===== config.mk =====
export PLATFORM = sky130hd
export DESIGN_NAME = vend_ctrl_param
export DESIGN_NICKNAME = d
export VERILOG_FILES = /design/src/rtl/vend_ctrl_param.sv
export SDC_FILE = /design/constraint.sdc
export NUM_CORES = 1
export LEC_CHECK = 0
export BUFFER_PORTS_ARGS = -buffer_cell sky130_fd_sc_hd__buf_2
export CAP_MARGIN = 20
export CORE_MARGIN = 1
export CORE_UTILIZATION = 50
export CTS_BUF_LIST = sky130_fd_sc_hd__clkbuf_4 sky130_fd_sc_hd__clkbuf_8 sky130_fd_sc_hd__clkbuf_16
export CTS_CLUSTER_DIAMETER = 120
export DETAILED_ROUTE_END_ITERATION = 6
export GPL_TIMING_DRIVEN = 1
export PLACE_DENSITY_LB_ADDON = 0.05
export SLEW_MARGIN = 30
export SYNTH_ARGS = -nofsm -noshare
export SYNTH_HDL_FRONTEND = slang
export SYNTH_SLANG_ARGS = --single-unit

===== constraint.sdc =====
create_clock -name clk -period 4.6 [get_ports clk]
set_clock_uncertainty 0.1 [all_clocks]
set_input_delay 0.23 -clock clk [delete_from_list [all_inputs] [get_ports clk]]
set_output_delay 0.23 -clock clk [all_outputs]
set_load 0.01 [all_outputs]

===== src/rtl/vend_ctrl_param.sv =====
// Parametrised vending-machine controller: accumulates coin credit up to a
// ceiling, vends at PRICE, then pays change one ha'penny/farthing per cycle.
module vend_ctrl_param #(
  parameter int unsigned PRICE      = 4,
  parameter int unsigned MAX_CREDIT = 15,
  parameter int unsigned CREDIT_W   = 5
) (
  input  logic                clk,
  input  logic                res,
  input  logic                coin_valid,
  input  logic [1:0]          coin,
  input  logic                cancel,
  output logic                vend,
  output logic                hap_ch,
  output logic                farth_ch,
  output logic                coin_reject,
  output logic                busy,
  output logic [CREDIT_W-1:0] credit
);

  typedef enum logic [1:0] {
    S_IDLE,
    S_COLLECT,
    S_VEND,
    S_CHANGE
  } state_t;

  localparam logic [CREDIT_W:0]   MAX_X   = (CREDIT_W+1)'(MAX_CREDIT);
  localparam logic [CREDIT_W:0]   PRICE_X = (CREDIT_W+1)'(PRICE);
  localparam logic [CREDIT_W-1:0] PRICE_C = CREDIT_W'(PRICE);
  localparam logic [CREDIT_W-1:0] ONE     = CREDIT_W'(1);
  localparam logic [CREDIT_W-1:0] TWO     = CREDIT_W'(2);

  state_t              state_q, state_d;
  logic [CREDIT_W-1:0] credit_q, credit_d;
  logic                rej_q, rej_d;

  logic [2:0]          coin_val;
  logic [CREDIT_W:0]   sum;
  logic                coin_ok;

  always_comb begin
    case (coin)
      2'b00:   coin_val = 3'd1;
      2'b01:   coin_val = 3'd2;
      2'b10:   coin_val = 3'd4;
      default: coin_val = 3'd0;
    endcase
  end

  // One extra bit so the ceiling compare cannot be fooled by wrap-around.
  assign sum     = {1'b0, credit_q} + (CREDIT_W+1)'(coin_val);
  assign coin_ok = (coin != 2'b11) && (sum <= MAX_X);

  always_comb begin
    state_d  = state_q;
    credit_d = credit_q;
    rej_d    = 1'b0;
    case (state_q)
      S_IDLE, S_COLLECT: begin
        if (state_q == S_COLLECT && cancel) begin
          state_d = S_CHANGE;
          rej_d   = coin_valid;
        end else if (coin_valid) begin
          if (coin_ok) begin
            credit_d = sum[CREDIT_W-1:0];
            if (sum >= PRICE_X)
              state_d = S_VEND;
            else if (sum != '0)
              state_d = S_COLLECT;
            else
              state_d = S_IDLE;
          end else begin
            rej_d = 1'b1;
          end
        end
      end
      S_VEND: begin
        rej_d    = coin_valid;
        credit_d = credit_q - PRICE_C;
        state_d  = (credit_q != PRICE_C) ? S_CHANGE : S_IDLE;
      end
      S_CHANGE: begin
        rej_d = coin_valid;
        if (credit_q >= TWO)
          credit_d = credit_q - TWO;
        else
          credit_d = '0;
        if (credit_d == '0)
          state_d = S_IDLE;
      end
      default: begin
        state_d  = S_IDLE;
        credit_d = '0;
      end
    endcase
  end

  always_ff @(posedge clk) begin
    if (!res) begin
      state_q  <= S_IDLE;
      credit_q <= '0;
      rej_q    <= 1'b0;
    end else begin
      state_q  <= state_d;
      credit_q <= credit_d;
      rej_q    <= rej_d;
    end
  end

  assign vend        = (state_q == S_VEND);
  assign hap_ch      = (state_q == S_CHANGE) && (credit_q >= TWO);
  assign farth_ch    = (state_q == S_CHANGE) && (credit_q == ONE);
  assign busy        = (state_q == S_VEND) || (state_q == S_CHANGE);
  assign coin_reject = rej_q;
  assign credit      = credit_q;

endmodule


==> results of run 1 <==
-- worst max-delay path: cells and delay by family, from the launching register on --
family | cells | cell delay [ns]
AO/OA/AOI/OAI | 1 | 0.20
flip-flops | 1 | 0.40
buffers and inverters | 3 | 0.39
AND/OR/NAND/NOR | 1 | 0.43
adder cells (fa/ha/maj) | 1 | 0.24
-- cells by family after synthesis --
family	share of synthesized area, %
xor gates and xnor gates	3.00
adders and majority gates	12.3
DFF	18.3
muxes	1.14
AOI/OAI and AO/OA	31.6
buffers and inverters	7.86
and+or+nand+nor	25.9
-- sequential cells by signal, summed over array words and instances, names as in the netlist --
signal	cells
credit	5
state_q	2
coin_reject	1
-- final cells by class --
class,count,area share [%]
Inverter,8,3.15
Tap cell,16,2.10
Multi-Input combinational cell,84,67.8
Timing Repair Buffer,15,7.86
Clock buffer,3,2.36
Sequential cell,8,16.8
-- power by group through the flow --
stage / Sequential (mW) / Combinational, mW / Clock [mW]
CTS: 0.147 / 0.320 / 0.0553
global route: 0.153 / 0.356 / 0.0587
finish: 0.147 / 0.323 / 0.0549
detailed placement: 0.149 / 0.316 / 0
floorplan: 0.116 / 0.279 / 0
global placement: 0.148 / 0.313 / 0
-- stage by stage --
stage / instances / total power [mW] / hold slack (ns)
3_3_place_gp: 131 / 0.461 / 0.383
5_1_grt: 134 / 0.568 / 0.145
3_5_place_dp: 131 / 0.465 / 0.387
2_1_floorplan: 107 / 0.395 / 0.246
4_1_cts: 134 / 0.523 / 0.123
6_report: 134 / 0.525 / 0.126
-- path summary, 6_finish.rpt --
| check | depth (start not counted) | endpoint |
|---|---|---|
| setup / recovery | 6 | hap_ch |
| hold / removal | 3 | coin_reject |
| setup reg to reg | 6 | credit[4] |
| hold reg to reg | 2 | credit[2] |
-- layout by cell type, fill, tap and decap left out, types with 2 or more instances in the layout --
master and instances:
a21o_1 2, a21oi_1 4, a21oi_2 2, a31oi_1 3, and3_1 3, buf_2 15
clkbuf_4 3, dfxtp_1 8, ha_1 7, inv_1 8, nand2_1 10, nand2b_1 2
nand3_1 2, nor2_1 8, nor2b_1 3, nor3b_1 2, o21a_1 2, o21ai_1 2
o221ai_1 2, o31ai_1 2, o32ai_1 2, xnor2_1 2
-- routing by layer --
| metal | global-route usage (%) | share of wire (%) | vias up |
|---|---|---|---|
| li1 | - | - | 417 |
| met1 | 31.6 | 45 | 382 |
| met2 | 39.4 | 45 | 50 |
| met3 | 6.25 | 7.9 | 8 |
| met4 | 7.27 | 2.4 | 0 |
| met5 | 0 | 0 | - |
==> metrics.yaml, run 1 <==
fin_crit_sh_pct: 49.1
synth_cell_type_count: 47
synth_edf_count: 0
wire_per_inst_um: 15.4
cp-start-kind: "register"
synthCells: 107
min_from: "coin_valid"
grt_pass1_wl_mm: 3.42
syn_avg_cell_area_um2: 8.19
final-seq-area_um2: 160
nets: 134
fmax_mhz: 443
grt_max_degree: 18
clkTransAtPathRegs_ns: 0.06
grt-ovfl-total: 0
finalWeightedCongestion: 0.828
clockRootBuffer: "clkbuf_4"
p_clk_share_pct: 10.5
area_delta_synth_final_pct: 9.00
powerDensity_nw_per_um2: 550
chipHeight_um: 43.9
multiInputGateArea_um2: 647
dr.pass1.iters: 4
antenna_found_initial: 0
crit_fanout: 8
synthTopCellsByCount: "nand2_1 (10), dfxtp_1 (8), inv_1 (8), nor2_1 (8), ha_1 (7)"
critPathLaunch: "credit[1]"
port_buffers: 15
period_needed_ns: 2.26
seqPwrFrac_pct: 28.0
grt_use_total_pct: 24.3
num-fill-cells: 138
synth_area_leaders: "dfxtp_1 (18%), ha_1 (10%), nand2_1 (4.3%)"
ios: 16
vias: 857
yosysTopAreaCell: "dfxtp_1"
combinationalPowerShare_pct: 61.5
max_slew_margin_pct: 63.0
ys_seq_area_share_pct: 18.3
hpwl_mm: 1.60
pre_cts_slack_ns: 2.34
synth.most_common_cell: "nand2_1"
rsz0062_at_grt: "false"
ctsResizeCount: 0
worst_pin_slew_ns: 0.554
ant_nets: 0
setup_viol: 0
maxSlewViolCount: 0
synthFlopType: "dfxtp_1"
power.internal_uw: 263
postPlaceCellArea_um2: 932
crit_type: "register to output port"
netlist_area_um2: 876
cts_hold_buf: 0
p_sw_share_pct: 49.9
drc_errors: 0
drt_wl_total_mm: 2.06
status: "complete, no violations"
p_sw_uw: 262
slowest_delay_ns: 0.43
timing.rr.start: "credit[1]"
cp_cell_sequence: "inv_1 -> ha_1 -> or3b_4 -> o21ai_4 -> inv_1 -> buf_2"
worst-endpoint-arrival_ns: 1.93
coreArea_um2: 1580
min_path_type: "primary input to register"
hold_violations: 0
critPathSlowestCell: "or3b_4"
drt_iter0_drc: 42
required_ns: 4.27
htree_levels: 1
syn-num-nets: 121
reg2reg_setup_slack_ns: 2.41
grt_pass1_vias: 727
final.setup.tns_ns: 0
row_count: 14
diodes: 0
final_area_um2: 955
vdd_drop_max_v: 0.000241
setup_slack_ns: 2.34
cts_tree: "built"
worstSkewPairLatency_ns: 0.26
cap_viol_max_count: 0
die_width_um: 43.9
start_util_pct: 55.6
clock_sinks: 8
end_kind: "output port"
cts_inserted_buffers: 3
yosysWarnings: 0
clock_path_buffers: 2
layout-drive-gt1-share_pct: 24.6
async_reset_ff_share_pct: 0
power.leakage_nw: 0.425
viasPerCell: 6.40
crit_top_cell: "inv_1"
utilization_pct: 60.6
synthDominantCellAreaShare_pct: 18.3
synth-seq-cells: 8
post-cts-setup-buffers: 0
die_area_um2: 1920
Note: power is estimated with default switching activity, not from simulation.
==> run 2, diff against run 1 <==
==> constraint.sdc (replaced) <==
create_clock -name clk -period 2.4 [get_ports clk]
set_clock_uncertainty 0.1 [all_clocks]
set_input_delay 0.12 -clock clk [delete_from_list [all_inputs] [get_ports clk]]
set_output_delay 0.12 -clock clk [all_outputs]
set_load 0.01 [all_outputs]
==> run 2 against run 1 <==
Routed wire length grew 13%. Clock-buffer cell count stayed put. Register-to-register slack worse by 2.2 ns. Die area stayed put. First-iteration DRC count up 36%.
==> metrics.yaml, run 2 (synthesized netlist as in run 1, its figures left out) <==
highest_layer: "met4"
ant_nets: 0
fmax_mhz: 450
min_path_type: "primary input to register"
grt_pass1_vias: 840
crit_type: "register to register"
drc_errors: 0
setup_viol: 0
drt_iter0_drc: 57
fin_crit_sh_pct: 92.5
largest_register_ffs: 5
port_buffers: 15
grt_max_degree: 18
grt_use_total_pct: 27.6
cts_hold_buf: 0
cts_tree: "built"
power.leakage_nw: 0.436
final-seq-area_um2: 160
maxSlewViolCount: 0
wire_per_inst_um: 17.1
drt-met1-wl_mm: 1.05
max_slew_margin_pct: 74.9
wl_met2_mm: 1.06
chipHeight_um: 43.9
timing.hold.ws_ns: 0.0157
pre_cts_slack_ns: 0.219
die_area_um2: 1920
final_cell_mix: "buf_2 (15), nand2_1 (10), inv_1 (8), nor2_1 (8), dfxtp_1 (8)"
cap_viol_max_count: 0
viasPerCell: 6.55
status: "complete, no violations"
dr_wl_met3_um: 175
post-cts-setup-buffers: 0
hpwl_mm: 1.76
grt-ovfl-total: 0
layout-drive-gt1-share_pct: 25.8
htree_levels: 1
powerDensity_nw_per_um2: 1070
coreArea_um2: 1580
hold_violations: 0
worstSkewPairLatency_ns: 0.25
vias: 891
cp-start-kind: "register"
row_count: 14
rsz0062_at_grt: "false"
clock_path_buffers: 2
worst-endpoint-arrival_ns: 2.27
start_util_pct: 55.6
cts_inserted_buffers: 3
dp_cells: 133
final.setup.tns_ns: 0
end_kind: "register"
drt_wl_total_mm: 2.32
diodes: 0
die_width_um: 43.9
clock_sinks: 8
ctsResizeCount: 0
setup_slack_ns: 0.180
area_delta_synth_final_pct: 10.7
vdd_drop_max_v: 0.000533
clkTransAtPathRegs_ns: 0.06
antenna_found_initial: 0
clockRootBuffer: "clkbuf_4"
grt_pass1_wl_mm: 3.95
stdcell_count: 136
final_common_cell: "buf_2"
ios: 16
nets: 136
dr.pass1.iters: 5
period_needed_ns: 2.22
crit_fanout: 8
finalWeightedCongestion: 0.900
num-fill-cells: 143
required_ns: 2.45
worst_pin_slew_ns: 0.367
multiInputGateArea_um2: 647
==> run 2: changes by cell type in the layout (fill, tap and decap cells not counted), sizes merged <==
cell	delta
buf	+2
==> run 2: worst paths after layout <==
path | start | to | slack (ns) | cells past startpoint
worst max-delay path | credit[1] | credit[4] | 0.18 | 6
worst min-delay path | coin_valid | coin_reject | 0.02 | 3
worst max register to register | credit[1] | credit[4] | 0.18 | 6
worst min register to register | credit[2] | credit[2] | 0.49 | 2
==> run 2: cell type report <==
cell class                 count  area share [%]
timing repair buffer          17            9.29
clock buffer                   3            2.32
tap                           16            2.06
sequential                     8            16.5
multi-input combinational     84            66.7
inverter                       8            3.10
==> run 2: power by group <==
group	internal (mW)	leakage [nW]	switching, mW
logic	0.286	0.356	0.397
registers	0.174	0.0654	0.0767
clock network	0.0573	0.0138	0.0473
total	0.517	0.436	0.521
==> run 2: per-stage QoR <==
stage / instance area [um2] / total power, mW / utilization, %
after floorplan: 876 / 0.758 / -
after global placement: 947 / 0.902 / 60.1
after detailed placement: 947 / 0.915 / 60.1
after CTS: 970 / 1.02 / 61.5
after global routing: 970 / 1.12 / 61.5
final: 970 / 1.04 / 61.5
==> run 2: metal layers <==
metal	up-vias	GRT usage, %
li1	417	-
met1	420	37.8
met2	50	43.3
met3	4	5.42
met4	0	9.70
met5	-	0
==> run 2: critical path, stage by stage, from the launching register on <==
cell and delay [ns]:
dfxtp_1 0.52, ha_1 0.29, a21o_1 0.19, or4_4 0.54, a21oi_4 0.23, nor3b_1 0.08
o21a_1 0.16
==> run 3, diff against run 2 <==
--- a/config.mk
+++ b/config.mk
@@ -5,8 +5,8 @@
 export SDC_FILE = /design/constraint.sdc
 export NUM_CORES = 1
 export LEC_CHECK = 0
+export ABC_CLOCK_PERIOD_IN_PS = 2500
 export BUFFER_PORTS_ARGS = -buffer_cell sky130_fd_sc_hd__buf_2
-export CAP_MARGIN = 20
 export CORE_MARGIN = 1
 export CORE_UTILIZATION = 50
 export CTS_BUF_LIST = sky130_fd_sc_hd__clkbuf_4 sky130_fd_sc_hd__clkbuf_8 sky130_fd_sc_hd__clkbuf_16
==> constraint.sdc (replaced) <==
create_clock -name clk -period 2.5 [get_ports clk]
set_clock_uncertainty 0.1 [all_clocks]
set_input_delay 0.125 -clock clk [delete_from_list [all_inputs] [get_ports clk]]
set_output_delay 0.125 -clock clk [all_outputs]
set_load 0.01 [all_outputs]
==> run 3 against run 2 <==
Sequential cell count did not move. Clock-buffer cell count did not move. Global-route usage fell by 2.8 points. Clock power barely moved. Critical endpoint unchanged. Largest cell class unchanged. Highest routed layer unchanged.
==> metrics.yaml, run 3 (synthesized netlist as in run 1, its figures left out) <==
status: "complete, no violations"
end_kind: "register"
clockRootBuffer: "clkbuf_4"
grt_use_total_pct: 24.9
area_delta_synth_final_pct: 9.86
rsz0062_at_grt: "false"
min_path_type: "primary input to register"
htree_levels: 1
clkTransAtPathRegs_ns: 0.06
cts_hold_buf: 0
vias: 872
cts_inserted_buffers: 3
clock_sinks: 8
die_width_um: 43.9
post-cts-setup-buffers: 0
crit_path_end: "credit[4]"
r2r_end: "credit[4]"
power_uw: 969
postPlaceCellArea_um2: 940
wire_per_inst_um: 15.9
r2r_cells: 6
diodes: 0
period_needed_ns: 2.22
cts_tree: "built"
finalWeightedCongestion: 0.903
final.setup.tns_ns: 0
cap_viol_max_count: 0
cp-start-kind: "register"
clock_path_buffers: 2
viasPerCell: 6.46
pre_cts_slack_ns: 0.319
timing.hold.ws_ns: 0.0245
crit_type: "register to register"
nets: 135
row_count: 14
final_common_cell: "buf_2"
drt_iter0_drc: 27
coreArea_um2: 1580
reg2reg_setup_slack_ns: 0.28
required_ns: 2.55
crit_fanout: 8
final_area_um2: 962
critPathLaunch: "credit[1]"
final_cell_mix: "buf_2 (15), nand2_1 (10), inv_1 (8), nor2_1 (8), dfxtp_1 (8)"
grt_pass1_vias: 780
dr.pass1.iters: 4
layout-drive-gt1-share_pct: 25.2
die_area_um2: 1920
grt_max_degree: 18
setup_slack_ns: 0.281
chipHeight_um: 43.9
ant_nets: 0
grt_pass1_wl_mm: 3.53
worst_pin_slew_ns: 0.593
hpwl_mm: 1.63
powerDensity_nw_per_um2: 1010
drt_wl_total_mm: 2.14
setup_viol: 0
fin_crit_sh_pct: 88.8
worst-endpoint-arrival_ns: 2.27
ctsResizeCount: 0
drc_errors: 0
start_util_pct: 55.6
max_slew_margin_pct: 60.4
ios: 16
antenna_found_initial: 0
worstSkewPairLatency_ns: 0.27
vdd_drop_max_v: 0.000536
timing.rr.start: "credit[1]"
maxSlewViolCount: 0
hold_violations: 0
port_buffers: 15
power.leakage_nw: 0.430
largest_register_ffs: 5
fmax_mhz: 451
grt-ovfl-total: 0
-- run 3: cell count changes in the layout (fill, tap and decap cells not counted) --
cell   change
buf_4      -1
-- run 3: critical path, stage by stage (launching register included) --
cell and delay, ns:
dfxtp_1 0.52, ha_1 0.30, a21o_1 0.20, or4_4 0.55
a21oi_4 0.19, nor3b_1 0.07, o21a_1 0.19
-- run 3: area by class of cell --
class,instances,area (um2)
multi-input cells,84,647
clock buffers,3,22.5
repair buffers,16,82.6
flip-flops and latches,8,160
inverters,8,30.0
fillers,150,614
well taps,16,20.0
-- run 3: power by group --
part | leakage, nW | internal [mW] | switching, mW
logic | 0.351 | 0.263 | 0.329
registers | 0.0654 | 0.167 | 0.105
clock network | 0.0138 | 0.0553 | 0.0500
total | 0.430 | 0.485 | 0.484
-- run 3: per-stage QoR --
step	utilization, %	std cells
after detailed placement	59.6	132
after CTS	61.0	135
final	61.0	135
after global routing	61.0	135
after global placement	59.6	132
after floorplan	-	107
-- run 3: worst min path at each step --
stage / start / end / slack [ns] / depth (start not counted)
after global routing: coin_valid / coin_reject / 0.02 / 3
after detailed placement: coin_valid / coin_reject / 0.29 / 3
after CTS: coin_valid / coin_reject / 0.02 / 3
after floorplan: coin_valid / coin_reject / 0.14 / 2
final: coin_valid / coin_reject / 0.02 / 3
after global placement: coin_valid / coin_reject / 0.28 / 3
-- run 3: layer usage --
layer / track usage (%) / wire length, um / up-vias / part of all wire [%]
li1: - / - / 423 / -
met1: 34.5 / 1030 / 404 / 48
met2: 38.2 / 933 / 39 / 44
met3: 6.25 / 143 / 6 / 6.7
met4: 7.27 / 31 / 0 / 1.4
met5: 0 / 0 / - / 0
